$ cat config.mk
export PLATFORM = sky130hd
export DESIGN_NAME = ecp5pll_dphase_ctrl
export DESIGN_NICKNAME = d
export VERILOG_FILES = /design/src/rtl/ecp5pll_dphase_ctrl_pkg.sv /design/src/rtl/ecp5pll_dphase_pos.sv /design/src/rtl/ecp5pll_dphase_ctrl.sv
export SDC_FILE = /design/constraint.sdc
export NUM_CORES = 1
export LEC_CHECK = 0
export BUFFER_PORTS_ARGS = -buffer_cell sky130_fd_sc_hd__buf_2
export CELL_PAD_IN_SITES_DETAIL_PLACEMENT = 0
export CELL_PAD_IN_SITES_GLOBAL_PLACEMENT = 1
export CORE_UTILIZATION = 52
export CTS_CLUSTER_DIAMETER = 100
export DETAILED_ROUTE_END_ITERATION = 10
export PLACE_DENSITY_LB_ADDON = 0.1
export RECOVER_POWER = 100
export SLEW_MARGIN = 30
export SYNTH_ARGS = -nofsm -noshare
export SYNTH_HDL_FRONTEND = slang
export SYNTH_SLANG_ARGS = --single-unit
$ cat constraint.sdc
create_clock -name clk_i -period 13.1 [get_ports clk_i]
set_clock_uncertainty 0.1 [all_clocks]
set_input_delay 1.31 -clock clk_i [delete_from_list [all_inputs] [get_ports clk_i]]
set_output_delay 1.31 -clock clk_i [all_outputs]
set_load 0.02 [all_outputs]
$ cat src/rtl/ecp5pll_dphase_ctrl_pkg.sv
// ecp5pll_pkg: FSM states, channel/direction constants, per-channel modulus select and shortest-path distance helpers
package ecp5pll_pkg;
  typedef enum logic [2:0] {IDLE, CALC, SETUP, PULSE, GAP, DONE} state_t;
  localparam logic [1:0] CH_CLKOP = 2'd0;
  localparam logic [1:0] CH_CLKOS = 2'd1;
  localparam logic [1:0] CH_CLKOS2 = 2'd2;
  localparam logic [1:0] CH_CLKOS3 = 2'd3;
  localparam logic PHASEDIR_DELAY = 1'b0;
  localparam logic PHASEDIR_ADVANCE = 1'b1;
  function automatic int mod_sel(input logic [1:0] ch, input int m0, input int m1, input int m2, input int m3);
    return ch == CH_CLKOP ? m0 : ch == CH_CLKOS ? m1 : ch == CH_CLKOS2 ? m2 : m3;
  endfunction
  function automatic logic [32:0] mod_dist(input int unsigned target, input int unsigned cur, input int unsigned m);
    int unsigned d;
    d = target >= cur ? target - cur : target + m - cur;
    return d <= m / 2 ? {PHASEDIR_DELAY, d} : {PHASEDIR_ADVANCE, m - d};
  endfunction
endpackage

$ cat src/rtl/ecp5pll_dphase_pos.sv
// ecp5pll_dphase_pos: per-channel phase position file; upd_* steps a channel +/-1 with wrap, cur_ch/cur_pos combinational read, rd_ch/rd_pos registered read
module ecp5pll_dphase_pos
  import ecp5pll_pkg::*;
#(
  parameter int CH_N = 4,
  parameter int POS_W = 10,
  parameter int MOD0 = 64,
  parameter int MOD1 = 64,
  parameter int MOD2 = 64,
  parameter int MOD3 = 64
) (
  input  logic             clk_i,
  input  logic             reset_n,
  input  logic             upd_en,
  input  logic [1:0]       upd_ch,
  input  logic             upd_dir,
  input  logic [1:0]       cur_ch,
  output logic [POS_W-1:0] cur_pos,
  input  logic [1:0]       rd_ch,
  output logic [POS_W-1:0] rd_pos
);
  logic [POS_W-1:0] pos_q [CH_N];
  logic [POS_W-1:0] pos_d [CH_N];
  logic [POS_W-1:0] rd_pos_q, rd_pos_d;
  function automatic logic [POS_W-1:0] pos_step(input logic [POS_W-1:0] p, input logic dir, input int m);
    return dir ? (p == '0 ? POS_W'(m - 1) : p - POS_W'(1)) : (int'(p) == m - 1 ? '0 : p + POS_W'(1));
  endfunction
  always_comb begin
    pos_d = pos_q;
    cur_pos = '0;
    rd_pos_d = '0;
    for (int c = 0; c < CH_N; c++) begin
      if (upd_en && upd_ch == 2'(c)) pos_d[c] = pos_step(pos_q[c], upd_dir, mod_sel(2'(c), MOD0, MOD1, MOD2, MOD3));
      if (cur_ch == 2'(c)) cur_pos = pos_q[c];
      if (rd_ch == 2'(c)) rd_pos_d = pos_q[c];
    end
  end
  always_ff @(posedge clk_i or negedge reset_n) begin
    if (!reset_n) begin
      for (int c = 0; c < CH_N; c++) pos_q[c] <= '0;
      rd_pos_q <= '0;
    end else begin
      pos_q <= pos_d;
      rd_pos_q <= rd_pos_d;
    end
  end
  assign rd_pos = rd_pos_q;
endmodule

$ cat src/rtl/ecp5pll_dphase_ctrl.sv
// ecp5pll_dphase_ctrl: ecp5pll dynamic phase sequencer; req_* request in, rd_ch/rd_pos readback, busy/done/err/lock_err status, locked/clr_err control, phasesel/phasedir/phasestep/phaseloadreg to PLL
module ecp5pll_dphase_ctrl
  import ecp5pll_pkg::*;
#(
  parameter int CH_N = 4,
  parameter int POS_W = 10,
  parameter int MOD0 = 64,
  parameter int MOD1 = 64,
  parameter int MOD2 = 64,
  parameter int MOD3 = 64,
  parameter int SETUP_CYC = 2,
  parameter int PULSE_CYC = 4,
  parameter int GAP_CYC = 4
) (
  input  logic             clk_i,
  input  logic             reset_n,
  input  logic             req_valid,
  output logic             req_ready,
  input  logic [1:0]       req_ch,
  input  logic             req_rel,
  input  logic [POS_W-1:0] req_pos,
  input  logic [1:0]       rd_ch,
  output logic [POS_W-1:0] rd_pos,
  output logic             busy,
  output logic             done,
  output logic             err,
  output logic             lock_err,
  input  logic             clr_err,
  input  logic             locked,
  output logic [1:0]       phasesel,
  output logic             phasedir,
  output logic             phasestep,
  output logic             phaseloadreg
);
  localparam int CW = 16;
  state_t state_q, state_d;
  logic [1:0] ch_q, ch_d, sel_q, sel_d;
  logic rel_q, rel_d, dir_q, dir_d, err_q, err_d, lock_err_q, lock_err_d, lost_q, lost_d;
  logic [POS_W-1:0] val_q, val_d, rem_q, rem_d, cur_pos, calc_steps;
  logic [CW-1:0] cnt_q, cnt_d;
  logic [32:0] md;
  logic accept, reject, pulse_end, lock_set, calc_dir, unused_md;
  int m_req, m_cur;
  assign req_ready = state_q == IDLE && locked && !lock_err_q;
  assign accept = req_valid && req_ready;
  assign m_req = mod_sel(req_ch, MOD0, MOD1, MOD2, MOD3);
  assign m_cur = mod_sel(ch_q, MOD0, MOD1, MOD2, MOD3);
  assign reject = int'(req_ch) >= CH_N || (!req_rel && int'(req_pos) >= m_req);
  assign md = mod_dist(32'(val_q), 32'(cur_pos), 32'(m_cur));
  assign unused_md = ^md[31:POS_W];
  // relative deltas are taken literally; the most-negative value negates to itself, i.e. 2^(POS_W-1) steps back
  assign calc_dir = rel_q ? val_q[POS_W-1] : md[32];
  assign calc_steps = rel_q ? (val_q[POS_W-1] ? -val_q : val_q) : md[POS_W-1:0];
  assign pulse_end = state_q == PULSE && cnt_q == '0;
  // a pulse that sees lock loss runs to its end (and commits its step) before aborting
  assign lock_set = state_q != IDLE && (state_q == PULSE ? pulse_end && (lost_q || !locked) : !locked);
  always_comb begin
    state_d = state_q;
    ch_d = ch_q;
    rel_d = rel_q;
    val_d = val_q;
    sel_d = sel_q;
    dir_d = dir_q;
    rem_d = rem_q;
    cnt_d = cnt_q - CW'(1);
    lost_d = lost_q;
    err_d = 1'b0;
    lock_err_d = clr_err ? 1'b0 : lock_err_q;
    case (state_q)
      IDLE: if (accept) begin
        ch_d = req_ch;
        rel_d = req_rel;
        val_d = req_pos;
        err_d = reject;
        state_d = reject ? IDLE : CALC;
      end
      CALC: begin
        sel_d = ch_q;
        dir_d = calc_dir;
        rem_d = calc_steps;
        cnt_d = SETUP_CYC == 0 ? CW'(PULSE_CYC - 1) : CW'(SETUP_CYC - 1);
        state_d = calc_steps == '0 ? DONE : SETUP_CYC == 0 ? PULSE : SETUP;
      end
      SETUP: if (cnt_q == '0) begin
        cnt_d = CW'(PULSE_CYC - 1);
        state_d = PULSE;
      end
      PULSE: begin
        lost_d = lost_q || !locked;
        if (cnt_q == '0) begin
          rem_d = rem_q - POS_W'(1);
          cnt_d = CW'(GAP_CYC - 1);
          state_d = GAP;
        end
      end
      GAP: if (cnt_q == '0) begin
        cnt_d = CW'(PULSE_CYC - 1);
        state_d = rem_q != '0 ? PULSE : DONE;
      end
      DONE: state_d = IDLE;
      default: state_d = IDLE;
    endcase
    if (lock_set) begin
      state_d = IDLE;
      lock_err_d = 1'b1;
      lost_d = 1'b0;
    end
  end
  always_ff @(posedge clk_i or negedge reset_n) begin
    if (!reset_n) begin
      state_q <= IDLE;
      ch_q <= '0;
      rel_q <= 1'b0;
      val_q <= '0;
      sel_q <= '0;
      dir_q <= 1'b0;
      rem_q <= '0;
      cnt_q <= '0;
      lost_q <= 1'b0;
      err_q <= 1'b0;
      lock_err_q <= 1'b0;
    end else begin
      state_q <= state_d;
      ch_q <= ch_d;
      rel_q <= rel_d;
      val_q <= val_d;
      sel_q <= sel_d;
      dir_q <= dir_d;
      rem_q <= rem_d;
      cnt_q <= cnt_d;
      lost_q <= lost_d;
      err_q <= err_d;
      lock_err_q <= lock_err_d;
    end
  end
  ecp5pll_dphase_pos #(
    .CH_N(CH_N), .POS_W(POS_W), .MOD0(MOD0), .MOD1(MOD1), .MOD2(MOD2), .MOD3(MOD3)
  ) u_pos (
    .clk_i(clk_i),
    .reset_n(reset_n),
    .upd_en(pulse_end),
    .upd_ch(ch_q),
    .upd_dir(dir_q),
    .cur_ch(ch_q),
    .cur_pos(cur_pos),
    .rd_ch(rd_ch),
    .rd_pos(rd_pos)
  );
  assign busy = state_q != IDLE;
  assign done = state_q == DONE;
  assign err = err_q;
  assign lock_err = lock_err_q;
  assign phasesel = sel_q;
  assign phasedir = dir_q;
  assign phasestep = state_q == PULSE;
  assign phaseloadreg = 1'b0;
endmodule

-- Word level (Yosys, flattened, before mapping)
Index checks and enable logic that the tools add are counted.
- add/subtract/negate cells: 15
- $lt $le $gt $ge: 3
- equality and inequality tests: 20
- multiplexer cells: 45
- reductions and logical operators: 33
- operator list (cell ; number):
    $mux W10 ; 23
    $logic_not A10 Y1 ; 5
    $sub A10 B1 Y10 const B ; 5
    $add A10 B1 Y10 const B ; 4
    $eq A10 B7 Y1 const B ; 4
    $mux W33 ; 1
    $le A32 B6 Y1 const B ; 1
    $mux W32 ; 1
    $pmux W16 S2 ; 1
    $sub A7 B32 Y32 const A ; 1
    $mux W3 ; 7
    $pmux W10 S2 ; 1
    $logic_not A16 Y1 ; 1
    $mux W16 ; 1
    $sub A16 B1 Y16 const B ; 1
    $pmux W3 S5 ; 1
    $sub A11 B10 Y12 ; 1
    $add A10 B7 Y11 const B ; 1
    $logic_and A1 B1 Y1 ; 11
    $sub A10 B10 Y11 ; 1
    $ge A10 B10 Y1 ; 1
    $ge A10 B7 Y1 const B ; 1
    $neg A10 Y10 ; 1
    $reduce_bool A10 Y1 ; 1
    18 further kinds ; 40
- flip-flop bits (word level): 98
- bits of input ports: 20
- output and inout bits: 20

-- Longest topological paths before layout
Gate-level depths: netlist of run 1.
- depth after elaboration: 14
- depth in mapped cells: 19

-- By module
From an unflattened synthesis of run 1, not the netlist that was laid out.
- cell total of the unflattened synthesis: 1015
- area total of the unflattened synthesis: 8612.0 um2
- by module, submodules not included (module ; times used ; cells an instance ; area an instance (um2) ; sequential area each (um2)):
    ecp5pll_dphase_ctrl ; 1 ; 537 ; 4369.2 ; 1201.2
    ecp5pll_dphase_pos ; 1 ; 478 ; 4242.8 ; 1251.2

-- Worst setup path before layout of run 1
OpenSTA, ideal clock, no wires.
- path type: reg-to-reg
- start point: reg ch_q[0]
- end point: reg state_q[0]
- setup time: 87 ps
- arrival time: 5230 ps
- slack: 7683 ps
- cell stages (with the launch flop): 18
- buffers on the path: 2
- period minus slack after synthesis: 5417 ps
- cells stage by stage: dfrtp_1 -> clkbuf_1 -> buf_1 -> mux4_2 -> inv_1 -> ha_1 -> ha_1 -> nor2b_1 -> o311a_4 -> a31o_1 -> nor4_2 -> mux2i_2 -> a211oi_4 -> nand2_4 -> a311o_1 -> or4b_1 -> or4_1 -> o211ai_1
- word-level cells in the longest chain between the ends: 14
- elaborated cells between the ends (all ways): 20
- classes of those cells: add/sub: 3; order compare: 2; eq/ne: 3; mux: 10; reduce/logical: 2
- ends and longest elaborated chain (what ; RTL line ; RTL):
    start, declared ; ecp5pll_dphase_ctrl.sv:37 ; logic [1:0] ch_q, ch_d, sel_q, sel_d;
    start signal, assigned ; ecp5pll_dphase_ctrl.sv:124 ; ch_q <= ch_d;
    $logic_not A2 Y1 ; ecp5pll_dphase_pos.sv:34 ; if (cur_ch == 2'(c)) cur_pos = pos_q[c];
    $mux W10 (3 in a row) ; ecp5pll_dphase_pos.sv:34 ;
    $mux W10 (*) ; ecp5pll_dphase_pos.sv:34 ;
    $sub A11 B10 Y12, or another cell as far along ; ecp5pll_dphase_ctrl_pkg.sv:15 ; d = target >= cur ? target - cur : target + m - cur;
    $mux W32 (*) ; ecp5pll_dphase_ctrl_pkg.sv:15 ;
    $sub A7 B32 Y32 or $le A32 B6 Y1 (tied branches) ; ecp5pll_dphase_ctrl_pkg.sv:16 ; return d <= m / 2 ? {PHASEDIR_DELAY, d} : {PHASEDIR_ADVANCE, m - d};
    $mux W33 (*) ; ecp5pll_dphase_ctrl_pkg.sv:16 ;
    $mux W10 (*) ; ecp5pll_dphase_ctrl.sv:53 ; assign calc_steps = rel_q ? (val_q[POS_W-1] ? -val_q : val_q) : md[POS_W-1:0];
    $logic_not A10 Y1 (*) ; ecp5pll_dphase_ctrl.sv:82 ; state_d = calc_steps == '0 ? DONE : SETUP_CYC == 0 ? PULSE : SETUP;
    $mux W3 (*) ; ecp5pll_dphase_ctrl.sv:82 ;
    $pmux W3 S5 (*) ; ecp5pll_dphase_ctrl.sv:69 ; case (state_q)
    $mux W3 (*) ; ecp5pll_dphase_ctrl.sv:103 ; if (lock_set) begin
    end signal, assigned ; ecp5pll_dphase_ctrl.sv:123 ; state_q <= state_d;
    end, declared ; ecp5pll_dphase_ctrl.sv:36 ; state_t state_q, state_d;
Every way passes the cells marked *; elsewhere a longest branch is shown, timed or not.
A chain may end at the register's enable or synchronous reset.

-- Final worst setup path of run 1
Ends and elaborated chain as after synthesis.

==> results of run 1 <==
-- synthesized netlist by cell type, types with 4 or more instances --
library cell	count	area [um^2]
a21boi_0	4	30.03
fa_1	7	140.1
a211oi_1	8	60.06
a21o_1	5	37.54
mux2_2	14	157.7
o211ai_1	5	37.54
xor2_1	13	113.9
o21ai_0	67	335.3
and3_1	15	93.84
or2_2	10	62.56
nand3_1	30	150.1
or4_1	6	45.04
and2_1	8	50.05
clkbuf_1	42	157.7
ha_1	35	437.9
nor2_1	72	270.3
or3_1	11	68.82
a221o_1	6	60.06
nand2b_1	7	43.79
inv_1	52	195.2
a22o_1	4	35.03
o31ai_1	10	75.07
buf_1	6	22.52
nor3b_1	7	52.55
nand2_1	94	352.8
nand4_1	8	50.05
mux4_2	20	450.4
mux2i_1	17	170.2
xnor2_1	35	306.5
dfrtp_1	98	2452
a31oi_1	17	106.4
nor3_1	34	170.2
a21oi_1	58	290.3
o22ai_1	13	81.33
nor4_1	16	100.1
nand3b_1	10	75.07
-- cell type report --
class	count	area (um^2)
multi-input combinational	740	5190
fill	1397	6605
clock inverter	7	107.6
tap	188	235.2
timing repair buffer	42	183.9
clock buffer	9	225.2
inverter	54	202.7
sequential	98	2452
-- tightest hold or removal path, delay by kind of cell (launching register included) --
family | cells | cell delay [ps]
flops | 1 | 360
simple gates | 2 | 120
-- cells by family after synthesis --
logic type                 Yosys count  share of synthesized area
other                                1                  0.0004628
muxes                               53                    0.09913
and+or+nand+nor                    353                     0.2236
buffers and inverters              108                    0.05528
adders and majority gates           42                    0.07134
DFF                                 98                     0.3027
xor gates and xnor gates            48                    0.05188
AOI/OAI and AO/OA                  243                     0.1957
-- metrics by stage --
step | utilization | setup WS (ps) | power (uW) | std cells
after floorplan | - | 7683 | 1606 | 946
after global placement | 0.5470 | 7674 | 1921 | 1122
after detailed placement | 0.5470 | 7506 | 1941 | 1122
after CTS | 0.5689 | 7504 | 2252 | 1138
after global routing | 0.5655 | 6324 | 2423 | 1138
final | 0.5655 | 7037 | 2247 | 1138
-- routing by layer --
metal	share of wire	GRT usage
met5	0	0
met4	0.024	0.1043
met3	0.047	0.03669
met2	0.48	0.4583
met1	0.45	0.3689
-- state kept, by name, indices dropped and copies added, names as in the netlist, 2 cells and up --
name          cells
u_pos.pos_q      40
cnt_q            16
rem_q            10
u_pos.rd_pos     10
val_q            10
state_q           3
ch_q              2
phasesel          2
-- power by group through the flow --
stage          clock, uW  combinational, uW  sequential, uW
4_1_cts              307               1440             500
2_1_floorplan          0               1170             439
6_report             300               1450             501
3_5_place_dp           0               1430             506
3_3_place_gp           0               1420             500
5_1_grt              318               1590             515
-- final timing paths --
path	startpoint	to	slack (ps)	cells after the start
hold / removal	phasesel[1]	phasesel[1]	400	2
min in group asynchronous	reset_n	u_pos.pos_q[39]	1430	1
setup reg to reg	ch_q[0]	state_q[0]	7040	15
max in group asynchronous	reset_n	val_q[8]	7450	2
setup / recovery	ch_q[0]	state_q[0]	7040	15
hold reg to reg	phasesel[1]	phasesel[1]	400	2
==> key figures, run 1 <==
STA
  – Fmax: 164.9 MHz
  – Final period util: 0.4628
  – Final min period: 6063 ps
  – Final setup TNS: 0 ps
  – Min Hold Slack: 400.2 ps
  – Fin. Hold Viols: 0
  – Worst Tran Pin Value: 3349 ps
  – RSZ-0062 raised after global routing: no
  – Final slew viol count: 168
  – Max-slew headroom: -1.233
  – Count of final setup violators: 0

Yosys
  – Netlist Area Pre-Place: 0.008103 mm^2
  – Synth Register Bits: 98
  – Synth cell types: 90
  – Synthesized Nets: 1008
  – Ys Warns: 0
  – Seq/Total Area, Yosys: 0.3027
  – Mean Syn Cell Area: 8.565 um^2
  – Synth Instances: 946
  – Post-synth top flop: dfrtp_1
  – Async SR Flop Fraction: 1.000
  – Number of synthesized flops with an enable pin: 0

Critical path
  – Data arrival, critical path: 6240 ps
  – Crit path max-delay family: compound AO/OA/AOI/OAI gates
  – Critical path type: reg2reg
  – Req. time, crit path: 13270 ps
  – Endpoint class of the critical path: flop
  – CP max stage delay: 880 ps
  – Max FO, Critical Path: 19
  – Crit start category: flop
  – Sum of buffers and inverters on the critical path: 1
  – Critical path cell sequence: mux4_2, inv_1, ha_1, ha_1, nor2b_1, o311ai_0, o21ai_1, xnor2_1, a31oi_1, a211oi_1, a21o_2, o311ai_0, or4b_1, or4_1, o211ai_1
  – CP max stage cell: dfrtp_1

Clocking
  – Longest Clk Path Bufs: 2
  – CTS Hold Bufs: 0
  – PostCTS Resize Cnt: 0
  – CTS Root Cell: clkbuf_16
  – CTS buffer count: 9
  – Setup bufs post-CTS: 0
  – CTS Sinks: 98
  – Max H-tree Level: 3
  – Clock latency on the worst-skew pair: 350 ps
  – CTS tree: built
  – Worst-path clk slew: 80 ps

Pwr
  – Peak VDD IR: 0.09250 mV
  – Power share of the clock group: 0.133
  – Pleak: 0.003649 uW
  – Switch share: 0.4960
  – Pwr Density: 261.4 mW/mm^2
  – Net switching component of the power: 1115 uW
  – Int Pwr: 1132 uW
  – Logic pwr share: 0.644
  – Reg power frac: 0.223

GRT
  – All-Layer GR Usage: 0.2764
  – Initial antenna violation count: 1
  – Largest net degree at the start of global routing: 64
  – GRT Residual Overflow: 0
  – First-pass GRT wire length: 34730 um
  – Vias in the first global route: 6658

Placement
  – Routability cong.: 0.9158
  – Port buffer count: 38
  – Post-DP Area: 0.008315 mm^2
  – HPWL Detailed: 16160 um

Finish
  – Layout cells sized above 1: 0.1084
  – Final net count: 1007
  – Ant diodes: 0
  – Fin area: 0.008597 mm^2
  – Layout area overhead: 6.100%
  – Commonest non-fill, non-tap cell in the layout: dfrtp_1
  – Most frequent cells in the layout: 98 x dfrtp_1, 94 x nand2_1, 72 x nor2_1

Drt
  – Via density: 6.379
  – Iter 0 DRT Violations: 630
  – Total Routed Length: 21590 um
  – Pre-antenna DRT Iters: 5
  – Drt drc: 0
  – Routed via count: 7259
  – Post-detailed-route count of antenna-violating nets: 0
  – WL/cell: 18.97 um

Floorplan
  – Core area: 0.01520 mm^2
  – I/O Pins: 40
  – # rows: 45
  – Full die area: 0.01609 mm^2
  – Die width: 126.8 um
  – Initial Util: 0.5330
  – Die Ht: 126.8 um

Outcome
  – Status: complete, but fails checks
  – Failing checks: max-capacitance violations, max-slew violations

Job
  – Max-Cap Viols: 4

Min path
  – Hold Path Class: reg2reg
Note: power is estimated with default switching activity, not from simulation.
==> run 2, diff against run 1 <==
--- a/config.mk
+++ b/config.mk
@@ -8,7 +8,7 @@
 export BUFFER_PORTS_ARGS = -buffer_cell sky130_fd_sc_hd__buf_2
 export CELL_PAD_IN_SITES_DETAIL_PLACEMENT = 0
 export CELL_PAD_IN_SITES_GLOBAL_PLACEMENT = 1
-export CORE_UTILIZATION = 52
+export CORE_UTILIZATION = 48
 export CTS_CLUSTER_DIAMETER = 100
 export DETAILED_ROUTE_END_ITERATION = 10
 export PLACE_DENSITY_LB_ADDON = 0.1
==> constraint.sdc (replaced) <==
create_clock -name clk_i -period 5.9 [get_ports clk_i]
set_clock_uncertainty 0.1 [all_clocks]
set_input_delay 0.59 -clock clk_i [delete_from_list [all_inputs] [get_ports clk_i]]
set_output_delay 0.59 -clock clk_i [all_outputs]
set_load 0.02 [all_outputs]
==> run 2 against run 1 <==
- the flow still finishes with violations (max-capacitance violations, max-slew violations)
- largest power group unchanged
- critical path depth stayed put
- count of clock-buffer cells in the layout stayed put
- die area is 8.2% higher
- critical path type unchanged
- non-clock buffer count is 16 higher
- critical endpoint unchanged
- sequential share of layout area is 0.41 points lower
- utilization is 3.8 points lower
- sequential power is 120% higher
- worst setup slack worse by 6600 ps
==> key figures, run 2 (same netlist as run 1, synthesis figures left out) <==
Outcome
  – Status: complete, but fails checks (unchanged)
  – Failing checks: max-capacitance violations, max-slew violations (unchanged)

Critical path
  – Req. time, crit path: 6090 ps (was 13270 ps)
  – Max FO, Critical Path: 14 (was 19)
  – Endpoint class of the critical path: flop (unchanged)
  – Data arrival, critical path: 5680 ps (was 6240 ps)
  – Crit start category: flop (unchanged)
  – Critical path type: reg2reg (unchanged)

STA
  – Final period util: 0.9309 (was 0.4628)
  – Fmax: 182.1 MHz (was 164.9 MHz)
  – Count of final setup violators: 0 (unchanged)
  – Final setup TNS: 0 ps (unchanged)
  – Final min period: 5492 ps (was 6063 ps)
  – Final slew viol count: 167 (was 168)
  – Worst Tran Pin Value: 2357 ps (was 3349 ps)
  – Fin. Hold Viols: 0 (unchanged)
  – Max-slew headroom: -0.5717 (was -1.233)
  – RSZ-0062 raised after global routing: no (unchanged)

Finish
  – Max FFs per register: 40 (unchanged)
  – Layout cells sized above 1: 0.1242 (was 0.1084)
  – Commonest non-fill, non-tap cell in the layout: dfrtp_1 (unchanged)
  – Layout area overhead: 7.659% (was 6.100%)
  – Top flop regs: u_pos.pos_q x40, cnt_q x16 (unchanged)
  – Largest reg by FF count: u_pos.pos_q (unchanged)
  – Final net count: 1023 (was 1007)
  – Most frequent cells in the layout: 98 x dfrtp_1, 94 x nand2_1, 72 x nor2_1 (unchanged)
  – Ant diodes: 0 (unchanged)
  – Finished Layout Cells: 1186 (was 1138)

Clocking
  – CTS Hold Bufs: 0 (unchanged)
  – CTS buffer count: 9 (unchanged)
  – Worst-path clk slew: 80 ps (about the same)
  – CTS Sinks: 98 (unchanged)
  – CTS Root Cell: clkbuf_16 (unchanged)
  – Max H-tree Level: 3 (unchanged)
  – CTS tree: built (unchanged)
  – Setup bufs post-CTS: 0 (unchanged)
  – PostCTS Resize Cnt: 0 (unchanged)
  – Longest Clk Path Bufs: 2 (unchanged)
  – Clock latency on the worst-skew pair: 360 ps (was 350 ps)

Drt
  – Routed via count: 7347 (was 7259)
  – Via density: 6.195 (was 6.379)
  – Post-detailed-route count of antenna-violating nets: 0 (unchanged)
  – Total Routed Length: 23260 um (was 21590 um)
  – WL/cell: 19.61 um (was 18.97 um)
  – Pre-antenna DRT Iters: 6 (was 5)
  – Drt drc: 0 (unchanged)
  – Iter 0 DRT Violations: 589 (was 630)

Pwr
  – Peak VDD IR: 0.2315 mV (was 0.09250 mV)
  – Pwr Density: 571.4 mW/mm^2 (was 261.4 mW/mm^2)
  – Pleak: 0.003726 uW (was 0.003649 uW)
  – Power Total: 4985 uW (was 2247 uW)

Floorplan
  – # rows: 47 (was 45)
  – Die width: 131.9 um (was 126.8 um)
  – Die Ht: 131.9 um (was 126.8 um)
  – Full die area: 0.01740 mm^2 (was 0.01609 mm^2)
  – I/O Pins: 40 (unchanged)
  – Core area: 0.01652 mm^2 (was 0.01520 mm^2)
  – Initial Util: 0.4903 (was 0.5330)

GRT
  – First-pass GRT wire length: 38480 um (was 34730 um)
  – Initial antenna violation count: 0 (was 1)
  – All-Layer GR Usage: 0.2800 (was 0.2764)
  – GRT Residual Overflow: 0 (unchanged)
  – Vias in the first global route: 7206 (was 6658)
  – Largest net degree at the start of global routing: 64 (unchanged)

Placement
  – Routability cong.: 0.9827 (was 0.9158)
  – Port buffer count: 38 (unchanged)
  – HPWL Detailed: 17600 um (was 16160 um)
  – Placed Instances: 1170 (was 1122)

Job
  – Max-Cap Viols: 4 (unchanged)

Min path
  – Hold Path Class: in2reg (was reg2reg)
[run 2: worst paths after layout]
check | cells past startpoint | to | start | slack (ps)
min reg2reg | 2 | rem_q[8] | rem_q[8] | 400
min | 2 | lock_err | clr_err | 300
max reg2reg | 15 | state_q[0] | ch_q[0] | 410
min in group asynchronous | 1 | u_pos.pos_q[39] | reset_n | 750
max | 15 | state_q[0] | ch_q[0] | 410
max in group asynchronous | 2 | ch_q[1] | reset_n | 2400
[run 2: final cells by class]
cell class / instances / area (um^2)
clock buffers: 9 / 225.2
flip-flops and latches: 98 / 2452
multi-input cells: 740 / 5192
inverters: 54 / 202.7
clock inverters: 7 / 68.82
fillers: 1568 / 7801
well taps: 220 / 275.3
repair buffers: 58 / 306.5
[run 2: where the power goes]
| part | switching, uW | internal [uW] | total, uW | leakage, uW |
|---|---|---|---|---|
| logic | 1960 | 1330 | 3290 | 0.00229 |
| registers | 273 | 826 | 1100 | 0.00129 |
| clock network | 299 | 299 | 598 | 0.000146 |
| total | 2530 | 2460 | 4980 | 0.00373 |
[run 2: layer usage]
| layer | wire, um | vias to the layer above | track usage |
|---|---|---|---|
| met5 | 0 | - | 0 |
| met4 | 656 | 0 | 0.09884 |
| met3 | 1110 | 43 | 0.04614 |
| met2 | 10820 | 245 | 0.4494 |
| met1 | 10670 | 3584 | 0.3824 |
| li1 | - | 3475 | - |
[run 2: critical path, stage by stage, from the launching register on]
cell      delay [ps]
dfrtp_1          710
buf_4            260
mux4_2           540
inv_1            120
fa_1             500
nor4bb_1         320
a32oi_1          160
and3_1           240
nor4_2           220
mux2i_1          220
a211oi_4         430
nand2_4          120
a311o_1          400
or4b_1           520
or4_1            460
o211ai_1         100
[run 2: metrics by stage]
| stage | instance area (um^2) | setup WS [ps] | utilization | hold WS, ps |
|---|---|---|---|---|
| finish | 8723 | 407.7 | 0.5279 | 300.2 |
| detailed placement | 8476 | 458.1 | 0.5129 | 377.3 |
| global route | 8723 | 75.49 | 0.5279 | 317.1 |
| floorplan | 8103 | 483.3 | - | 194.4 |
| global placement | 8476 | 635.0 | 0.5129 | 364.5 |
| CTS | 8770 | 427.7 | 0.5307 | 112.8 |
==> run 3, diff against run 2 <==
--- a/config.mk
+++ b/config.mk
@@ -8,6 +8,7 @@
 export BUFFER_PORTS_ARGS = -buffer_cell sky130_fd_sc_hd__buf_2
 export CELL_PAD_IN_SITES_DETAIL_PLACEMENT = 0
 export CELL_PAD_IN_SITES_GLOBAL_PLACEMENT = 1
+export CORE_ASPECT_RATIO = 2
 export CORE_UTILIZATION = 48
 export CTS_CLUSTER_DIAMETER = 100
 export DETAILED_ROUTE_END_ITERATION = 10
==> constraint.sdc (replaced) <==
create_clock -name clk_i -period 5.3 [get_ports clk_i]
set_clock_uncertainty 0.1 [all_clocks]
set_input_delay 0.53 -clock clk_i [delete_from_list [all_inputs] [get_ports clk_i]]
set_output_delay 0.53 -clock clk_i [all_outputs]
set_load 0.02 [all_outputs]
==> run 3 against run 2 <==
- the flow still finishes with violations (max-capacitance violations, max-slew violations)
- sequential share of layout area fell by 1.3 points
- combinational power rose by 28%
- hold slack got worse by 47 ps
- non-clock buffer count rose by 40
- sequential cell count did not move
- routed wire length rose by 13%
- design area rose by 4.9%
- count of clock-buffer cells in the layout rose by 2
- utilization rose by 3.2 points
- highest routed layer unchanged
==> key figures, run 3 (same netlist as run 1, synthesis figures left out) <==
Floorplan
  – # rows: 66 (was 47)
  – Full die area: 0.01744 mm^2 (was 0.01740 mm^2)
  – Core area: 0.01635 mm^2 (was 0.01652 mm^2)
  – Die Ht: 185.7 um (was 131.9 um)
  – Die width: 93.87 um (was 131.9 um)
  – I/O Pins: 40 (unchanged)
  – Initial Util: 0.4956 (was 0.4903)

STA
  – Fmax: 192.8 MHz (was 182.1 MHz)
  – Worst Tran Pin Value: 2399 ps (was 2357 ps)
  – PnR worst setup slack: 114.2 ps (was 407.7 ps)
  – Final setup TNS: 0 ps (unchanged)
  – Final min period: 5186 ps (was 5492 ps)
  – Min Hold Slack: 253.6 ps (was 300.2 ps)
  – Final slew viol count: 144 (was 167)
  – Final period util: 0.9785 (was 0.9309)
  – Max-slew headroom: -0.5995 (was -0.5717)
  – Fin. Hold Viols: 0 (unchanged)
  – Count of final setup violators: 0 (unchanged)

Drt
  – Total Routed Length: 26180 um (was 23260 um)
  – Drt drc: 0 (unchanged)
  – WL/cell: 21.60 um (was 19.61 um)
  – Iter 0 DRT Violations: 380 (was 589)
  – Pre-antenna DRT Iters: 5 (was 6)
  – Post-detailed-route count of antenna-violating nets: 0 (unchanged)
  – Via density: 6.349 (was 6.195)
  – Routed via count: 7695 (was 7347)

Critical path
  – Req. time, crit path: 5480 ps (was 6090 ps)
  – Critical path cell sequence: buf_4, mux4_2, inv_1, ha_1, xor2_1, ha_1, a21o_2, xnor2_1, nand2b_1, nor2_1, a31oi_1, a211oi_4, nand2_4, a311o_1, or4b_1, or4_1, o211ai_1 (was buf_4, mux4_2, inv_1, fa_1, nor4bb_1, a32oi_1, and3_1, nor4_2, mux2i_1, a211oi_4, nand2_4, a311o_1, or4b_1, or4_1, o211ai_1)
  – Crit path max-delay family: simple AND/OR/NAND/NOR gates (unchanged)
  – Crit start category: flop (unchanged)
  – Max FO, Critical Path: 8 (was 14)
  – Critical path type: reg2reg (unchanged)
  – Cell mode on critical path: ha_1
  – CP max stage delay: 510 ps (was 710 ps)
  – Data arrival, critical path: 5360 ps (was 5680 ps)
  – CP max stage cell: or4b_1 (was dfrtp_1)
  – Sum of buffers and inverters on the critical path: 2 (unchanged)
  – Endpoint class of the critical path: flop (unchanged)

Placement
  – Dpl ws: -118.1 ps (was 458.1 ps)
  – Routability cong.: 1.012 (was 0.9827)
  – HPWL Detailed: 19970 um (was 17600 um)
  – Port buffer count: 38 (unchanged)

Finish
  – Commonest non-fill, non-tap cell in the layout: dfrtp_1 (unchanged)
  – Layout area overhead: 12.97% (was 7.659%)
  – Most frequent cells in the layout: 96 x dfrtp_1, 94 x nand2_1, 72 x nor2_1 (was 98 x dfrtp_1, 94 x nand2_1, 72 x nor2_1)
  – Layout cells sized above 1: 0.1740 (was 0.1242)
  – Final net count: 1063 (was 1023)
  – Max FFs per register: 40 (unchanged)
  – Post-route core utilization: 0.5598 (was 0.5279)
  – Largest reg by FF count: u_pos.pos_q (unchanged)
  – Top flop regs: u_pos.pos_q x40, cnt_q x16 (unchanged)

Pwr
  – Pwr Density: 670.8 mW/mm^2 (was 571.4 mW/mm^2)
  – Peak VDD IR: 0.2731 mV (was 0.2315 mV)
  – Pleak: 0.003959 uW (was 0.003726 uW)

Clocking
  – Worst-path clk slew: 70 ps (was 80 ps)
  – CTS tree: built (unchanged)
  – Longest Clk Path Bufs: 2 (unchanged)
  – Max H-tree Level: 3 (unchanged)
  – CTS Root Cell: clkbuf_16 (unchanged)
  – CTS buffer count: 9 (unchanged)
  – Clock latency on the worst-skew pair: 360 ps (about the same)
  – CTS Sinks: 98 (unchanged)

Outcome
  – Status: complete, but fails checks (unchanged)
  – Failing checks: max-capacitance violations, max-slew violations (unchanged)

GRT
  – Vias in the first global route: 7681 (was 7206)
  – Initial antenna violation count: 2 (was 0)
  – Met2 usage: 0.5641 (was 0.4494)
  – Met1 GRT Util: 0.3136 (was 0.3824)
  – First-pass GRT wire length: 40970 um (was 38480 um)
  – GRT Residual Overflow: 0 (unchanged)
  – GR Util met3: 0.05882 (was 0.04614)
  – Largest net degree at the start of global routing: 77 (was 64)
  – GRT busiest layer: met2 (unchanged)
  – All-Layer GR Usage: 0.3134 (was 0.2800)

Job
  – Max-Cap Viols: 3 (was 4)

Min path
  – Hold Path Class: in2reg (unchanged)
[run 3: worst paths after layout]
kind | startpoint | end | slack, ps | cells after the start
worst max-delay path | ch_q[0] | state_q[0] | 110 | 17
worst min-delay path | clr_err | lock_err | 250 | 2
worst max register to register | ch_q[0] | state_q[0] | 110 | 17
worst min register to register | phasesel[1] | phasesel[1] | 390 | 2
max in group asynchronous | reset_n | ch_q[1] | 1490 | 3
min in group asynchronous | reset_n | val_q[1] | 890 | 2
[run 3: cell type report]
type                       count  area, um^2
clock inverter                 5       85.08
clock buffer                  11       242.7
multi-input combinational    740        5286
sequential                    98        2455
timing repair buffer          98       621.8
tap                          204       255.2
antenna                        2       5.005
inverter                      54       202.7
fill                        1549        7197
[run 3: per-stage QoR]
stage / total power (uW) / cells / instance area, um^2
2_1_floorplan: 3971 / 946 / 8104
3_3_place_gp: 4991 / 1187 / 8703
3_5_place_dp: 5082 / 1187 / 8703
4_1_cts: 5847 / 1204 / 9042
5_1_grt: 6534 / 1211 / 9151
6_report: 6140 / 1212 / 9154
[run 3: power breakdown]
| group | leakage, uW | total (uW) | switching (uW) | internal (uW) |
|---|---|---|---|---|
| combinational | 0.00252 | 4220 | 2510 | 1710 |
| sequential | 0.00129 | 1180 | 257 | 923 |
| clock | 0.000156 | 742 | 312 | 430 |
[run 3: worst register-to-register path, delay by kind of cell, from the launching register on]
kind / cells / cell delay [ps]
AND/OR/NAND/NOR: 5 / 1420
AO/OA/AOI/OAI: 5 / 1220
XOR/XNOR: 2 / 640
adder cells (fa/ha/maj): 2 / 550
multiplexers: 1 / 490
flip-flops: 1 / 460
buffers and inverters: 2 / 220
[run 3: repair_timing]
action,4_1_cts,5_1_grt
gates resized for setup,1,20
buffers inserted,0,6
endpoints found under the hold margin,22,0
setup endpoints to repair,2,2
hold buffers,1,0
pin swaps,1,7
[run 3: per-layer routing]
layer | share of wire | vias up
met5 | 0 | -
met4 | 0.073 | 0
met3 | 0.044 | 97
met2 | 0.53 | 247
met1 | 0.35 | 3793
li1 | - | 3558
